`config.mk`:
```
export PLATFORM = sky130hd
export DESIGN_NAME = fir_mac_sched
export DESIGN_NICKNAME = d
export VERILOG_FILES = /design/src/rtl/fir_sched_pkg.sv /design/src/rtl/fir_tap_cnt.sv /design/src/rtl/fir_mac_sched.sv
export SDC_FILE = /design/constraint.sdc
export NUM_CORES = 1
export LEC_CHECK = 0
export BUFFER_PORTS_ARGS = -buffer_cell sky130_fd_sc_hd__buf_2
export CORE_MARGIN = 2
export CORE_UTILIZATION = 45
export CTS_CLUSTER_DIAMETER = 30
export CTS_CLUSTER_SIZE = 16
export DETAILED_ROUTE_END_ITERATION = 6
export HOLD_SLACK_MARGIN = 0.12
export PLACE_DENSITY = 0.79
export SYNTH_ARGS = -nofsm -noshare
export SYNTH_HDL_FRONTEND = slang
export SYNTH_SLANG_ARGS = --single-unit
```
`constraint.sdc`:
```
create_clock -name iClk_12M -period 2.4 [get_ports iClk_12M]
set_input_delay 0 -clock iClk_12M [delete_from_list [all_inputs] [get_ports iClk_12M]]
set_output_delay 0 -clock iClk_12M [all_outputs]
set_load 0.05 [all_outputs]
```
`src/rtl/fir_sched_pkg.sv`:
```
// Shared types and constants for the FIR MAC slice sequencer.
package fir_sched_pkg;

    typedef enum logic [2:0] {
        S_IDLE,
        S_SHIFT,
        S_RUN,
        S_DRAIN,
        S_DONE
    } state_e;

    localparam logic [3:0] ENMUL_IDLE = 4'h0;
    localparam logic [3:0] ENMUL_T1   = 4'h1;
    localparam logic [3:0] ENMUL_T2   = 4'h2;
    localparam logic [3:0] ENMUL_T3   = 4'h3;

    localparam int TAPS_PER_ACC = 3;

    // Mirror the upper half of a symmetric impulse response onto the lower half.
    function automatic int sym_fold(input int i, input int n);
        return (i < n - 1 - i) ? i : n - 1 - i;
    endfunction

endpackage

```
`src/rtl/fir_tap_cnt.sv`:
```
// Nested tap (inner, 0..2) / bank (outer) counter for the MAC sequencer.
module fir_tap_cnt
    import fir_sched_pkg::*;
#(
    parameter int NUM_ACC = 11,
    parameter int GW      = (NUM_ACC > 1) ? $clog2(NUM_ACC) : 1
) (
    input  logic          clk,
    input  logic          rst,
    input  logic          clear,
    input  logic          step,
    output logic [1:0]    k,
    output logic [GW-1:0] g,
    output logic          last
);

    logic [1:0]    k_q, k_d;
    logic [GW-1:0] g_q, g_d;

    assign last = (k_q == 2'(TAPS_PER_ACC - 1)) && (g_q == GW'(NUM_ACC - 1));
    assign k    = k_q;
    assign g    = g_q;

    // Holds at the final tap; only clear returns it to zero.
    always_comb begin
        k_d = k_q;
        g_d = g_q;
        if (clear) begin
            k_d = '0;
            g_d = '0;
        end else if (step && !last) begin
            if (k_q == 2'(TAPS_PER_ACC - 1)) begin
                k_d = '0;
                g_d = g_q + GW'(1);
            end else begin
                k_d = k_q + 2'd1;
            end
        end
    end

    always_ff @(posedge clk) begin
        if (rst) begin
            k_q <= '0;
            g_q <= '0;
        end else begin
            k_q <= k_d;
            g_q <= g_d;
        end
    end

endmodule

```
`src/rtl/fir_mac_sched.sv`:
```
// Sequencer for the 3-tap MAC slice bank of the transposed Kaiser FIR.
// Define FIR_SYM_COEF_EN to fold coefficient addresses for a symmetric ROM.
module fir_mac_sched
    import fir_sched_pkg::*;
#(
    parameter int NUM_ACC = 11,
    parameter int ADDR_W  = 6
) (
    input  logic               iClk_12M,
    input  logic               iRst,
    input  logic               iInValid,
    input  logic               iClrErr,
    output logic               oBusy,
    output logic               oShift,
    output logic               oCoeffRd,
    output logic [ADDR_W-1:0]  oCoeffAddr,
    output logic [3:0]         oEnMul,
    output logic               oEnAdd,
    output logic               oEnAcc,
    output logic [NUM_ACC-1:0] oBankSel,
    output logic               oOutValid,
    output logic               oOverrun
);

    localparam int N  = NUM_ACC * TAPS_PER_ACC;
    localparam int GW = (NUM_ACC > 1) ? $clog2(NUM_ACC) : 1;

    if ((2 ** ADDR_W) < N) begin : g_addr_chk
        $error("fir_mac_sched: ADDR_W too small for NUM_ACC*3 taps");
    end

    state_e state_q, state_d;

    logic [1:0]    k_cnt;
    logic [GW-1:0] g_cnt;
    logic          last_cnt;
    logic          cnt_clear;
    logic          issue;
    int            lin_idx;

    // Tap/bank of the address currently on the ROM bus.
    logic [1:0]    k_show_q, k_show_d;
    logic [GW-1:0] g_show_q, g_show_d;
    logic          last_show_q, last_show_d;

    logic               busy_q, busy_d;
    logic               shift_q, shift_d;
    logic               rd_q, rd_d;
    logic [ADDR_W-1:0]  addr_q, addr_d;
    logic [3:0]         en_mul_q, en_mul_d;
    logic               en_add_q, en_add_d;
    logic               en_acc_q, en_acc_d;
    logic [NUM_ACC-1:0] bank_sel_q, bank_sel_d;
    logic               out_valid_q, out_valid_d;
    logic               overrun_q, overrun_d;

    fir_tap_cnt #(
        .NUM_ACC (NUM_ACC),
        .GW      (GW)
    ) u_tap_cnt (
        .clk   (iClk_12M),
        .rst   (iRst),
        .clear (cnt_clear),
        .step  (issue),
        .k     (k_cnt),
        .g     (g_cnt),
        .last  (last_cnt)
    );

    always_comb begin
        state_d = state_q;
        unique case (state_q)
            S_IDLE:  if (iInValid) state_d = S_SHIFT;
            S_SHIFT: state_d = S_RUN;
            S_RUN:   if (last_show_q) state_d = S_DRAIN;
            S_DRAIN: state_d = S_DONE;
            S_DONE:  state_d = S_IDLE;
            default: state_d = S_IDLE;
        endcase
    end

    // Counter leads the address register by one cycle.
    always_comb begin
        cnt_clear   = (state_q == S_IDLE);
        issue       = (state_d == S_RUN);
        lin_idx     = int'(g_cnt) * TAPS_PER_ACC + int'(k_cnt);
`ifdef FIR_SYM_COEF_EN
        lin_idx     = sym_fold(lin_idx, N);
`endif
        rd_d        = issue;
        addr_d      = issue ? ADDR_W'(lin_idx) : '0;
        k_show_d    = issue ? k_cnt : '0;
        g_show_d    = issue ? g_cnt : '0;
        last_show_d = issue & last_cnt;
    end

    // Enables trail the address by the ROM read latency.
    always_comb begin
        en_mul_d   = ENMUL_IDLE;
        en_add_d   = 1'b0;
        en_acc_d   = 1'b0;
        bank_sel_d = '0;
        if (rd_q) begin
            unique case (1'b1)
                (k_show_q == 2'd0): en_mul_d = ENMUL_T1;
                (k_show_q == 2'd1): en_mul_d = ENMUL_T2;
                default:            en_mul_d = ENMUL_T3;
            endcase
            en_add_d   = 1'b1;
            en_acc_d   = 1'b1;
            bank_sel_d = NUM_ACC'(1) << g_show_q;
        end
    end

    always_comb begin
        busy_d      = (state_d != S_IDLE);
        shift_d     = (state_d == S_SHIFT);
        out_valid_d = (state_d == S_DONE);
        overrun_d   = overrun_q;
        if (iClrErr) overrun_d = 1'b0;
        if (iInValid && state_q != S_IDLE) overrun_d = 1'b1;
    end

    always_ff @(posedge iClk_12M) begin
        if (iRst) begin
            state_q     <= S_IDLE;
            k_show_q    <= '0;
            g_show_q    <= '0;
            last_show_q <= 1'b0;
            busy_q      <= 1'b0;
            shift_q     <= 1'b0;
            rd_q        <= 1'b0;
            addr_q      <= '0;
            en_mul_q    <= ENMUL_IDLE;
            en_add_q    <= 1'b0;
            en_acc_q    <= 1'b0;
            bank_sel_q  <= '0;
            out_valid_q <= 1'b0;
            overrun_q   <= 1'b0;
        end else begin
            state_q     <= state_d;
            k_show_q    <= k_show_d;
            g_show_q    <= g_show_d;
            last_show_q <= last_show_d;
            busy_q      <= busy_d;
            shift_q     <= shift_d;
            rd_q        <= rd_d;
            addr_q      <= addr_d;
            en_mul_q    <= en_mul_d;
            en_add_q    <= en_add_d;
            en_acc_q    <= en_acc_d;
            bank_sel_q  <= bank_sel_d;
            out_valid_q <= out_valid_d;
            overrun_q   <= overrun_d;
        end
    end

    assign oBusy      = busy_q;
    assign oShift     = shift_q;
    assign oCoeffRd   = rd_q;
    assign oCoeffAddr = addr_q;
    assign oEnMul     = en_mul_q;
    assign oEnAdd     = en_add_q;
    assign oEnAcc     = en_acc_q;
    assign oBankSel   = bank_sel_q;
    assign oOutValid  = out_valid_q;
    assign oOverrun   = overrun_q;

endmodule

```
==> results of run 1 <==
## power by group
group | leakage, nW | switching [W] | internal, W
Clock | 0.0445 | 0.000215 | 0.000247
Combinational | 0.486 | 0.0000738 | 0.0000374
Sequential | 0.332 | 0.0000126 | 0.000694
## final timing paths
| check | start | endpoint | slack, ns | depth (start not counted) |
|---|---|---|---|---|
| hold reg to reg | k_show_q[0] | oEnMul[0] | 0.45 | 1 |
| setup reg to reg | u_tap_cnt.g[0] | oCoeffAddr[5] | 0.29 | 9 |
| setup / recovery | u_tap_cnt.g[0] | oCoeffAddr[5] | 0.29 | 9 |
| hold / removal | k_show_q[0] | oEnMul[0] | 0.45 | 1 |
## kinds of logic (layout without fill, tap and decap cells)
| family | after synthesis | after routing |
|---|---|---|
| fa+ha+maj | 11 | 11 |
| mux | 3 | 3 |
| flops | 41 | 41 |
| xor+xnor | 3 | 3 |
| simple gates | 58 | 58 |
| buf+inv | 17 | 55 |
| other cells | 1 | 2 |
| compound gates | 15 | 15 |
## cells in the final DEF (no fill, tap or decap), types with 2 or more instances in the layout
master,count
nor3_1,5
nand3_1,2
nand2_1,5
dfxtp_1,41
a21o_1,2
o21a_1,2
and3_1,2
nor2_1,17
fa_1,2
and2_1,9
xnor2_1,3
dlygate4sd3_1,5
nor2b_1,3
a21oi_1,5
clkbuf_4,5
buf_2,29
inv_1,12
ha_1,9
conb_1,2
nor4_1,2
or3_1,2
nand2b_1,6
mux2i_1,3
## what timing repair did
action / CTS / global route
hold endpoints to repair: 16 / 0
hold buffers: 5 / 0
gates resized for setup: 0 / 0
setup endpoints to repair: 0 / 0
## sequential cells by signal, indices dropped and copies added, names as in the netlist
name and cells:
u_tap_cnt.k 2, oOverrun 1, oEnMul 2, oOutValid 1
oCoeffRd 1, oBusy 1, last_show_q 1, k_show_q 2
u_tap_cnt.g 4, oBankSel 11, oShift 1, oCoeffAddr 6
g_show_q 4, state_q 3, oEnAcc 1
## stage by stage
stage                     utilization, %  instances  instance area [sq um]  setup slack [ns]
after floorplan                        -        150                   1554            0.4629
after global placement             52.12        221                   1725            0.3930
after detailed placement           52.12        221                   1725            0.2913
after CTS                          56.31        234                   1864            0.2646
after global routing               56.31        234                   1864            0.1577
final                              56.31        234                   1864            0.2949
## layout make-up
| class | instances | area, sq um |
|---|---|---|
| inverter | 12 | 45.04 |
| tap | 46 | 57.56 |
| clock inverter | 2 | 37.54 |
| clock buffer | 6 | 51.30 |
| timing repair buffer | 35 | 202.7 |
| multi-input combinational | 92 | 649.4 |
| fill | 301 | 1446 |
| sequential | 41 | 820.8 |
## worst max-delay path: stages (launching register included)
cell	delay (ns)
dfxtp_1	0.44
inv_1	0.11
fa_1	0.46
inv_1	0.07
ha_1	0.17
inv_1	0.06
fa_1	0.38
nor2b_1	0.16
o21a_1	0.12
o21a_1	0.09
## metal layers
metal | GRT usage (%) | wire (um)
met1 | 15.15 | 1073
met2 | 22.31 | 1116
met3 | 4.324 | 133
met4 | 9.167 | 51
met5 | 0 | 0
==> summary.txt, run 1 <==
Status: finished, final reports clean
TritonCTS clock tree: done
Crit end category: register
CP Class: reg2reg
NumNets Final: 202
Synth Area in Adders: 9.847%
Largest family of logic cells by synthesized area: simple AND/OR/NAND/NOR gates
Post-synth EDFFs: 0
Area of the core: 3311 sq um
Clock transition at the registers of the reported paths: 0.12 ns
Ys Warns: 0
Clk_skew: 0.009982 ns
Worst VDD drop: 0.2557 mV
Hold Path Class: reg2reg
Fmax: 475.0 MHz
Mapped cell area: 1550 sq um
Startpoint Class: register
Initial antenna violation count: 0
Power Total: 0.001279 W
Die Wd: 62.70 um
I/O pin cnt: 32
Post-synthesis compound-gate area fraction: 7.990%
Max Buffers Root-to-Sink: 2
Yosys reg bits: 41
Routability Congestion: 0.7276
CTS buffer count: 5
Hpwl dp: 1720 um
First DRT Iteration DRCs: 62
Yosys top cell area share: 52.95%
Standard-cell rows: 21
Chip height: 62.70 um
First-pass iteration count of the detailed router: 4
Syn_area_per_cell: 10.40 sq um
First-pass GRT wire length: 4071 um
CP max FO: 6
Unrepaired setup endpoints after global routing: no
# Max-Cap Violations: 0
Root buffer cell: clkbuf_4
Largest net degree at the start of global routing: 14
Cell type with the largest total area after synthesis: dfxtp_1
Leakage: 0.8621 nW
Later-pin clock latency in the skew report: 0.35 ns
Initial core utilization: 46.83%
Post-route minimum period: 2.105 ns
Ant. Diodes: 0
Mux share of post-synthesis cell area: 1.937%
Area contributors post-synth: dfxtp_1, ha_1, nor2_1, and2_1, inv_1
Routed wire length: 2375 um
H-tree levels: 2
Xor/xnor cell area share of the yosys netlist: 1.695%
Cell variety after synth: 34
Post-route DRC violation count: 0
Tot GR Track Use: 13.64%
Vias in the first global route: 948
Post-DRT Antenna Nets: 0
Vias: 1064
Power per Cell Area: 686.3 nW/um^2
Vias per cell: 4.547
Sink Count: 41
Grt total ovfl: 0
Async set or reset register ratio after synthesis: 0%
Port Buffers: 29
Drt wl/cell: 10.15 um
Final worst-path cycle share: 87.71%
Setup Total Neg Slack: 0 ns
Crit path required time: 2.71 ns
Max Slew Vio Count: 0
Final count of hold timing violations: 0
Critical path data arrival time: 2.41 ns
Finish-stage setup viols: 0
Layout area overhead: 20.26%
Most instantiated cells after synthesis: dfxtp_1, nor2_1, inv_1, and2_1, ha_1
Post-Synth Simple-Gate Area: 19.94%
Primary FF master, synth: dfxtp_1
Die Area: 3931 sq um
Sequential cell area fraction in the yosys report: 52.95%
Top-count cell post-synth: dfxtp_1
Layout cell share with drive strength beyond 1: 21.81%
Fin Hold WS: 0.4484 ns
Post-Synthesis Cells: 149
Post-CTS setup buffer count: 0
(Power assumes the default switching activity.)
==> run 2, diff against run 1 <==
CORE_ASPECT_RATIO = 0.9   (was default)
==> run 2 against run 1 <==
- sequential cell count is the same
- global-route usage grew 0.43 points
- hold slack lost 0.0068 ns
- sequential power is essentially flat
- die area is essentially flat
- utilization shrank 0.33 points
- critical path depth is the same
- routed wire length shrank 3.0%
- power shrank 1.5%
- fmax grew 0.96%
- final cell count shrank 1.3%
- clock skew shrank 0.0044 ns
- critical endpoint unchanged
- largest cell class unchanged
- highest routed layer unchanged
==> summary.txt, run 2 (same netlist as run 1, synthesis figures left out) <==
Fmax: 479.6 MHz
CP Class: reg2reg
Worst VDD drop: 0.3399 mV
Routed wire length: 2303 um
Inst Count DP: 219
Finished Layout Cells: 231
Hold Path Depth: 1
Ant. Diodes: 0
Crit path required time: 2.64 ns
Highest layer used for signal routing: met4
Routed wl met3: 146 um
Root buffer cell: clkbuf_8
# Max-Cap Violations: 0
Post-route DRC violation count: 0
Initial core utilization: 46.58%
Standard-cell rows: 20
Crit end category: register
Finish-stage setup viols: 0
Most frequent cells in the layout: dfxtp_1, buf_2, nor2_1
Layout area overhead: 20.18%
Final count of hold timing violations: 0
Post-route minimum period: 2.085 ns
Routability Congestion: 0.7544
CTS buffer count: 5
Hpwl dp: 1711 um
First DRT Iteration DRCs: 39
Reg2Reg Launch Point: u_tap_cnt.g[0]
NumNets Final: 202
Status: finished, final reports clean
Switching share of total power: 24.02%
Crit. Startpoint: u_tap_cnt.g[0]
First-pass GRT wire length: 4008 um
Logic gate share of total power: 8.8%
Unrepaired setup endpoints after global routing: no
Grt total ovfl: 0
Vias: 1059
Max Buffers Root-to-Sink: 2
Max Slew Vio Count: 0
CTS-repair resized insts: 0
Power per Cell Area: 676.6 nW/um^2
Clk pwr share: 35.3%
Routed metal-1 wire length: 1120 um
Startpoint Class: register
First-pass iteration count of the detailed router: 4
TritonCTS clock tree: done
Drt wl/cell: 9.970 um
CTS Hold Buffers Added: 5
Max reg flops: 11
Internal power: 0.0009578 W
Worst hold path startpoint: k_show_q[0]
Power Total: 0.001261 W
H-tree levels: 2
Reg2reg setup slack: 0.31 ns
Die Wd: 65.87 um
Hold Path Class: reg2reg
Chip height: 59.68 um
Flop pwr share: 55.9%
Tot GR Track Use: 14.07%
Post-CTS setup buffer count: 0
Metal2 WL: 963 um
I/O pin cnt: 32
Worst r2r path cells: 9
Initial antenna violation count: 0
Setup Total Neg Slack: 0 ns
Clk_skew: 0.005607 ns
Largest net degree at the start of global routing: 14
Post-DRT Antenna Nets: 0
Vias in the first global route: 951
Endpoint, Worst Hold: oEnMul[0]
CP max FO: 6
Later-pin clock latency in the skew report: 0.29 ns
NetSw: 0.0003028 W
Post-layout util: 55.98%
Clock transition at the registers of the reported paths: 0.07 ns
Commonest non-fill, non-tap cell in the layout: dfxtp_1
Port Buffers: 29
Layout cell share with drive strength beyond 1: 21.39%
Vias per cell: 4.584
Worst r2r dst: oCoeffAddr[5]
Die Area: 3931 sq um
Sink Count: 41
Final worst-path cycle share: 86.88%
Critical path data arrival time: 2.32 ns
Area of the core: 3328 sq um
Leakage: 0.8609 nW
==> run 2: how the worst max path moves through the flow <==
stage	slack (ns)	endpoint
finish	0.31	oCoeffAddr[5]
global route	0.13	oCoeffAddr[5]
CTS	0.30	oCoeffAddr[5]
detailed placement	0.31	oCoeffAddr[5]
global placement	0.40	oCoeffAddr[5]
floorplan	0.46	oCoeffAddr[5]
==> run 2: cell type report <==
| cell class | instances | area, sq um |
|---|---|---|
| inverter | 12 | 45.04 |
| multi-input combinational | 92 | 649.4 |
| sequential | 41 | 820.8 |
| clock inverter | 1 | 7.507 |
| timing repair buffer | 35 | 202.7 |
| clock buffer | 6 | 82.58 |
| tap | 44 | 55.05 |
| fill | 285 | 1465 |
==> run 2: worst max-delay path: stages (launching register included) <==
cell     delay (ns)
dfxtp_1        0.43
inv_1          0.11
fa_1           0.45
inv_1          0.07
ha_1           0.16
inv_1          0.05
fa_1           0.37
nor2b_1        0.17
o21a_1         0.13
o21a_1         0.09
==> run 2: metal layers <==
metal,up-vias,global-route usage [%]
met3,9,4.520
met4,0,10.71
met1,462,17.03
met5,-,0
li1,561,-
met2,27,20.92
==> run 2: power groups by stage <==
stage	clock network [W]	logic (W)	registers, W
floorplan	0	0.0000598	0.000748
global placement	0	0.000103	0.000720
detailed placement	0	0.000104	0.000720
CTS	0.000457	0.000111	0.000705
global route	0.000484	0.000118	0.000706
finish	0.000446	0.000111	0.000704
==> run 2: metrics by stage <==
stage	hold WS, ns	setup slack, ns	cell area (sq um)
3_5_place_dp	0.2616	0.3138	1723
4_1_cts	0.4399	0.3020	1863
5_1_grt	0.4468	0.1256	1863
3_3_place_gp	0.2525	0.3990	1723
6_report	0.4416	0.3148	1863
2_1_floorplan	0.07662	0.4629	1554
==> run 3, diff against run 2 <==
RECOVER_POWER = 50   (was default)
==> run 3 against run 2 <==
- clock skew hardly changed
- clock power hardly changed
- final area is 1.8% lower
- power is 0.21% lower
- setup slack hardly changed
- global-route usage stayed put
- via count is 0.19% lower
- final cell count stayed put
- largest cell class unchanged
- highest routed layer unchanged
==> summary.txt, run 3 (same netlist as run 1, synthesis figures left out) <==
Status: finished, final reports clean
Hpwl dp: 1711 um
Standard-cell rows: 20
Routed wire length: 2331 um
CTS buffer count: 5
Initial core utilization: 46.58%
Crit path required time: 2.64 ns
Vias per cell: 4.576
Power Total: 0.001258 W
Post-DRT Antenna Nets: 0
Finished Layout Cells: 231
Critical path's slowest cell: fa_1
Leakage: 0.7463 nW
Max Slew Vio Count: 0
Crit end category: register
Multi-input gate area: 649.4 sq um
Worst r2r path cells: 9
Slew at the pin closest to its max-slew limit: 0.6170 ns
First-pass iteration count of the detailed router: 4
Later-pin clock latency in the skew report: 0.29 ns
Commonest non-fill, non-tap cell in the layout: dfxtp_1
Initial antenna violation count: 0
Layout cell share with drive strength beyond 1: 6.952%
Filler Cell Count: 301
NumNets Final: 202
Post-CTS setup buffer count: 0
Clock transition at the registers of the reported paths: 0.07 ns
Root buffer cell: clkbuf_8
Worst Setup Slack, final: 0.3148 ns
FF+latch area: 820.8 sq um
Routability Congestion: 0.7544
Top cell by count, worst path: inv_1
Fmax: 479.6 MHz
DP Worst Slack: 0.3138 ns
Ant. Diodes: 0
Max reg flops: 11
I/O pin cnt: 32
First DRT Iteration DRCs: 45
Port Buffers: 29
Inst Count DP: 219
Startpoint Class: register
Relative slew slack: 59.04%
Clk_skew: 0.005698 ns
Hold Path Class: reg2reg
Drt wl/cell: 10.09 um
CP max FO: 6
Most frequent cells in the layout: dfxtp_1, clkbuf_1, nor2_1
# Max-Cap Violations: 0
Largest net degree at the start of global routing: 14
Max Buffers Root-to-Sink: 2
Sink Count: 41
Critical path data arrival time: 2.32 ns
Hold Path Depth: 1
H-tree levels: 2
Power per Cell Area: 687.7 nW/um^2
Worst VDD drop: 0.3397 mV
CP Class: reg2reg
Critical path's largest stage delay: 0.45 ns
Vias: 1057
Crit-path cells: inv_1, fa_1, inv_1, ha_1, inv_1, fa_1, nor2b_1, o21a_1, o21a_1
Area of the core: 3328 sq um
Setup Total Neg Slack: 0 ns
Layout area overhead: 18.00%
Finish-stage setup viols: 0
Grt total ovfl: 0
Die Wd: 65.87 um
Unrepaired setup endpoints after global routing: no
Tot GR Track Use: 14.07%
TritonCTS clock tree: done
Post-layout util: 54.96%
Final worst-path cycle share: 86.88%
Post-route minimum period: 2.085 ns
Chip height: 59.68 um
Final count of hold timing violations: 0
Die Area: 3931 sq um
Post-route DRC violation count: 0
Vias in the first global route: 951
First-pass GRT wire length: 4008 um
run 3: cell count changes in the layout (fill, tap and decap cells not counted), sizes merged:
| cell | change |
|---|---|
| buf | -27 |
| clkbuf | +27 |
run 3: path summary, 6_finish.rpt:
| path | start | end | slack, ns |
|---|---|---|---|
| worst max-delay path | u_tap_cnt.g[0] | oCoeffAddr[5] | 0.31 |
| worst min-delay path | k_show_q[0] | oEnMul[0] | 0.44 |
| worst max register to register | u_tap_cnt.g[0] | oCoeffAddr[5] | 0.31 |
| worst min register to register | k_show_q[0] | oEnMul[0] | 0.44 |
run 3: what timing repair did:
action | 4_1_cts | 5_1_grt
endpoints found under the hold margin | 5 | 0
gates resized for setup | 0 | 0
hold buffers | 5 | 0
run 3: through the flow:
stage / cell area [sq um] / hold slack [ns]
floorplan: 1554 / 0.07662
CTS: 1863 / 0.4399
global route: 1829 / 0.4468
finish: 1829 / 0.4426
detailed placement: 1723 / 0.2616
global placement: 1723 / 0.2525
run 3: critical path, delay by kind of cell (launching register included):
kind	cells	cell delay, ns
AOI/OAI and AO/OA	2	0.22
and+or+nand+nor	1	0.17
DFF	1	0.43
adders and majority gates	3	0.98
buffers and inverters	3	0.23
run 3: layout make-up:
type	count	share of cell area, %
Inverter	12	2.462
Sequential cell	41	44.87
Multi-Input combinational cell	92	35.50
Clock inverter	1	0.4104
Tap cell	44	3.010
Timing Repair Buffer	35	9.234
Clock buffer	6	4.514
run 3: where the power goes:
group          switching [W]  internal [W]
sequential         0.0000113      0.000694
clock               0.000219      0.000227
combinational      0.0000732     0.0000344
total               0.000303      0.000955
run 3: routing by layer:
metal | vias up | track usage (%) | routed length, um
met5 | - | 0 | 0
met4 | 0 | 10.71 | 72
met3 | 9 | 4.520 | 159
met2 | 27 | 20.92 | 970
met1 | 461 | 17.03 | 1129
li1 | 560 | - | -
